**config.mk**
```make
export PLATFORM = sky130hd
export DESIGN_NAME = alu_share_arb
export DESIGN_NICKNAME = d
export VERILOG_FILES = /design/src/rtl/alu_share_arb.sv
export SDC_FILE = /design/constraint.sdc
export NUM_CORES = 1
export LEC_CHECK = 0
export CORE_ASPECT_RATIO = 1.75
export CORE_MARGIN = 4
export CORE_UTILIZATION = 42
export CTS_CLUSTER_DIAMETER = 80
export DETAILED_ROUTE_END_ITERATION = 8
export GPL_TIMING_DRIVEN = 0
export PLACE_DENSITY = 0.86
export SLEW_MARGIN = 20
export SYNTH_ARGS = -nofsm -noshare
export SYNTH_HDL_FRONTEND = slang
export SYNTH_SLANG_ARGS = --single-unit
export TNS_END_PERCENT = 100
```
**constraint.sdc**
```tcl
create_clock -name clk -period 1.9 [get_ports clk]
set_input_delay 0.38 -clock clk [delete_from_list [all_inputs] [get_ports clk]]
set_output_delay 0.38 -clock clk [all_outputs]
set_load 0.1 [all_outputs]
```
**src/rtl/alu_share_arb.sv**
```systemverilog
// Round-robin arbiter sharing one external combinational ALU between two requesters.
// Define ALU_SHARE_ARB_FIXED_PRI_EN for fixed priority (requester 0 always wins contention).
//
// state | meaning
// IDLE  | waiting for a request; grant evaluated and operands captured here
// EXEC  | ALU driven from captured operands, Req_Ack pulsed
// RESP  | result registered, Done pulsed, no grant evaluated
module alu_share_arb #(
  parameter int DATA_W = 32,
  parameter int SEL_W  = 4
) (
  input  logic              clk,
  input  logic              reset_n,
  input  logic [1:0]        Req_Valid,
  input  logic [DATA_W-1:0] Req_A0,
  input  logic [DATA_W-1:0] Req_B0,
  input  logic [SEL_W-1:0]  Req_Sel0,
  input  logic [DATA_W-1:0] Req_A1,
  input  logic [DATA_W-1:0] Req_B1,
  input  logic [SEL_W-1:0]  Req_Sel1,
  output logic [1:0]        Req_Ack,
  output logic [DATA_W-1:0] ALU_A,
  output logic [DATA_W-1:0] ALU_B,
  output logic [SEL_W-1:0]  ALU_Sel,
  input  logic [DATA_W-1:0] ALU_Out,
  input  logic              ALU_Carry,
  input  logic              ALU_Zero,
  input  logic              ALU_Ovf,
  output logic [DATA_W-1:0] Rsp_Out,
  output logic              Rsp_Carry,
  output logic              Rsp_Zero,
  output logic              Rsp_Ovf,
  output logic              Rsp_Id,
  output logic              Rsp_Err,
  output logic [1:0]        Done,
  output logic              Busy
);

  typedef enum logic [1:0] {IDLE, EXEC, RESP} state_t;

  state_t           state;
  logic             gnt_id;
  logic             illegal;
  logic             gnt;
  logic [SEL_W-1:0] sel_pick;
  logic             sel_legal;
`ifndef ALU_SHARE_ARB_FIXED_PRI_EN
  logic             last_grant;
`endif

  function automatic logic is_legal(input logic [SEL_W-1:0] sel);
    case (sel)
      4'b0000, 4'b0001, 4'b0010, 4'b0110,
      4'b0111, 4'b1100, 4'b1111: is_legal = 1'b1;
      default:                   is_legal = 1'b0;
    endcase
  endfunction

  always_comb begin
    gnt = 1'b0;
    if (Req_Valid == 2'b10) begin
      gnt = 1'b1;
    end else if (Req_Valid == 2'b11) begin
`ifdef ALU_SHARE_ARB_FIXED_PRI_EN
      gnt = 1'b0;
`else
      gnt = ~last_grant;
`endif
    end
  end

  assign sel_pick  = gnt ? Req_Sel1 : Req_Sel0;
  assign sel_legal = is_legal(sel_pick);

  always_ff @(posedge clk) begin
    if (!reset_n) begin
      state     <= IDLE;
      gnt_id    <= 1'b0;
      illegal   <= 1'b0;
      ALU_A     <= '0;
      ALU_B     <= '0;
      ALU_Sel   <= '0;
      Rsp_Out   <= '0;
      Rsp_Carry <= 1'b0;
      Rsp_Zero  <= 1'b0;
      Rsp_Ovf   <= 1'b0;
      Rsp_Id    <= 1'b0;
      Rsp_Err   <= 1'b0;
      Req_Ack   <= 2'b00;
      Done      <= 2'b00;
      Busy      <= 1'b0;
`ifndef ALU_SHARE_ARB_FIXED_PRI_EN
      last_grant <= 1'b1;
`endif
    end else begin
      Req_Ack <= 2'b00;
      Done    <= 2'b00;
      case (state)
        IDLE: begin
          if (Req_Valid != 2'b00) begin
            ALU_A   <= gnt ? Req_A1 : Req_A0;
            ALU_B   <= gnt ? Req_B1 : Req_B0;
            // illegal opcodes never reach the ALU
            ALU_Sel <= sel_legal ? sel_pick : '0;
            gnt_id  <= gnt;
            illegal <= ~sel_legal;
            Req_Ack <= gnt ? 2'b10 : 2'b01;
            Busy    <= 1'b1;
            state   <= EXEC;
`ifndef ALU_SHARE_ARB_FIXED_PRI_EN
            last_grant <= gnt;
`endif
          end
        end
        EXEC: begin
          Rsp_Out   <= illegal ? '0 : ALU_Out;
          Rsp_Carry <= ~illegal & ALU_Carry;
          Rsp_Zero  <= ~illegal & ALU_Zero;
          Rsp_Ovf   <= ~illegal & ALU_Ovf;
          Rsp_Id    <= gnt_id;
          Rsp_Err   <= illegal;
          Done      <= gnt_id ? 2'b10 : 2'b01;
          state     <= RESP;
        end
        RESP: begin
          Busy  <= 1'b0;
          state <= IDLE;
        end
        default: state <= IDLE;
      endcase
    end
  end

endmodule

```
==> flow_summary_export.csv <==
group,metric,value,unit
die,die_w,92.16,um
cts,htree_levels,4,
global_route,grt_overflow_total,0,
worst_setup_path,r2r_end,"ALU_A[6]",
logic_synthesis,ys_ff_latch,115,
cts,numCtsBuffers,17,
die,coreArea,0.01207,mm^2
timing,rsz0062_at_grt,"no",
placement,place_congestion,0.8028,
flow_run,cap_violations,0,
final_layout,fin_nets,995,
logic_synthesis,synth_top_area_share,44.22,%
route,wl_per_cell,17.74,um
timing,worst_slew_pin_slew,0.5872,ns
cts,cts_resized,330,
placement,hpwl,14040,um
route,avgViaCountPerCell,5.077,
worst_setup_path,crit_start,"ALU_A[7]",
worst_setup_path,crit_chain,"clkdlybuf4s15_2",
cts,cts_tree,"yes",
logic_synthesis,synth_edf_count,0,
global_route,grt_max_degree,17,
logic_synthesis,synth_fp_nets,692,
worst_setup_path,slowest_stage,"clkdlybuf4s15_2",
cts,path_clk_slew,0.05,ns
logic_synthesis,synth.distinct_cells,37,
global_route,grt.total_usage,24.15,%
cts,clockRootBuffer,"clkbuf_16",
logic_synthesis,synthFlopType,"dfxtp_1",
cts,post-cts-setup-buffer-count,0,
logic_synthesis,yosysSeqAreaShare,44.22,%
worst_setup_path,end_kind,"output pin",
cts,cts.sinks,115,
worst_setup_path,cp-endpoint,"ALU_A[7]",
worst_setup_path,cp.required,1.52,ns
cts,ctsHoldBuffers,0,
global_route,grt_pass1_vias,5403,
worst_setup_path,rrSetupSlack,0.44,ns
placement,placed_cells,966,
logic_synthesis,netlist_instances,517,
worst_setup_path,cp_num_buf_inv,1,
die,die_h,155.3,um
final_layout,final_cells,998,
route,first_pass_iters,6,
die,start_util,43.14,%
worst_setup_path,path_delay_family,"buffers and inverters",
worst_setup_path,critPathMaxFanout,2,
global_route,grt_pass1_wl,27340,um
worst_setup_path,path_depth,1,
timing,setup_viol,0,
worst_setup_path,max_stage_delay,0.58,ns
logic_synthesis,yosysTopAreaCell,"dfxtp_1",
route,finalWirelength,17710,um
timing,clock.fmax,0.5806,GHz
min_path,hp-class,"register to register",
worst_setup_path,r2r-start,"state[1]",
pwr,p_total,8.827,mW
pwr,p_leak,3.944,nW
die,io_pins,285,
outcome,outcome,"finished clean",
pwr,power_density,990.4,mW/mm^2
route,antenna_left,0,
pwr,ir_worst_vdd,0.6220,mV
logic_synthesis,syn_avg_cell_area,10.07,um^2
logic_synthesis,syn_area,0.005206,mm^2
timing,period_needed,1.722,ns
cts,clockBufferDepth,2,
die,rows,53,
worst_setup_path,r2r_cells,5,
final_layout,diodes,0,
final_layout,syn_to_final_growth,71.18,%
timing,drv_slew,0,
timing,fin_crit_sh,90.65,%
logic_synthesis,async_reset_ff_share,0,%
worst_setup_path,cp-start-kind,"register",
logic_synthesis,ys_top_cells_by_area,"dfxtp_1, mux2i_1, o211a_1",
die,dieArea,0.01431,mm^2
route,drc,0,
logic_synthesis,synth_common_cells,"dfxtp_1, nand2_1, mux2i_1, o211a_1, nand3b_1",
worst_setup_path,arrival,1.34,ns
worst_setup_path,crit_type,"register to output pin",
timing,slew-limit-headroom,61.04,%
placement,port_buffers,284,
global_route,antenna_found_initial,0,
timing,final_hold_viol_count,0,
logic_synthesis,yosys.cell_count.top_type,"dfxtp_1",
route,first_iter_violations,158,
timing,skew,0.006936,ns
cts,clock_latency,0.40,ns
route,num_vias,5067,
logic_synthesis,ys_warn_count,0,
final_layout,layout-drive-gt1-share,20.89,%
==> final cells by class <==
| class | instances | area [um^2] |
|---|---|---|
| clock buffer | 18 | 429.2 |
| inverter | 4 | 15.01 |
| multi-input combinational | 353 | 2564 |
| sequential | 115 | 2302 |
| fill | 900 | 3157 |
| tap | 165 | 206.4 |
| clock inverter | 14 | 90.09 |
| timing repair buffer | 284 | 2980 |
| buffer | 45 | 325.3 |
==> power breakdown <==
part           internal [mW]  switching [mW]
sequential              2.65           0.135
combinational           1.01            2.26
clock                   1.65            1.12
total                   5.31            3.52
==> flip-flops by register name (all words and copies together) (netlist names), 2 cells and up <==
register / flops
Done: 2
ALU_B: 32
ALU_A: 32
Rsp_Out: 32
state: 2
Req_Ack: 2
ALU_Sel: 4
==> worst min path at each step <==
| stage | start | to | slack, ns | cells after the start |
|---|---|---|---|---|
| floorplan | gnt_id | Done[0] | 0.43 | 1 |
| global placement | Rsp_Out[29] | Rsp_Out[29] | 0.44 | 2 |
| detailed placement | Rsp_Out[28] | Rsp_Out[28] | 0.45 | 2 |
| CTS | Rsp_Out[28] | Rsp_Out[28] | 0.46 | 2 |
| global route | Rsp_Out[30] | Rsp_Out[30] | 0.48 | 2 |
| finish | Rsp_Out[25] | Rsp_Out[25] | 0.45 | 2 |
==> tightest hold or removal path, cell delays in order (launching register included) <==
cell	delay [ns]
dfxtp_1	0.31
nand2_1	0.05
a21boi_1	0.05
==> placed cells by master (no fill, tap or decap), types with 4 or more instances in the layout <==
cell	count
clkbuf_1	16
dfxtp_1	115
buf_12	7
a21boi_1	7
clkdlybuf4s50_1	174
clkdlybuf4s15_2	110
nand2_1	108
clkinvlp_4	5
nand3b_1	37
mux2i_1	65
inv_1	4
a21boi_0	32
clkinv_2	7
clkbuf_16	17
buf_2	19
o211a_1	65
and3_1	4
==> layer usage <==
metal	global-route usage [%]	wire, um
met2	47.66	9976
met1	23.46	6181
met4	7.796	450
met3	7.015	1098
met5	0	0
==> through the flow <==
stage / area [um^2] / hold slack [ns] / setup TNS, ns / util (%) / setup WS (ns)
after floorplan: 5206 / 0.4266 / 0 / - / 0.5180
after global placement: 8255 / 0.4383 / -6.855 / 68.40 / -0.1528
after detailed placement: 8255 / 0.4482 / -7.765 / 68.40 / -0.1642
after CTS: 8912 / 0.4560 / 0 / 73.84 / 0.1655
after global routing: 8912 / 0.4751 / 0 / 73.84 / 0.1375
final: 8912 / 0.4526 / 0 / 73.84 / 0.1777
==> logic make-up (layout without fill, tap and decap cells) <==
kind of cell | count (synthesis) | count (layout) | synth area share [%]
simple gates | 163 | 163 | 15.16
flops | 115 | 115 | 44.22
mux | 67 | 67 | 13.00
compound gates | 122 | 122 | 20.91
buf+inv | 49 | 365 | 6.537
xor+xnor | 1 | 1 | 0.1683
Note: power is estimated with default switching activity, not from simulation.
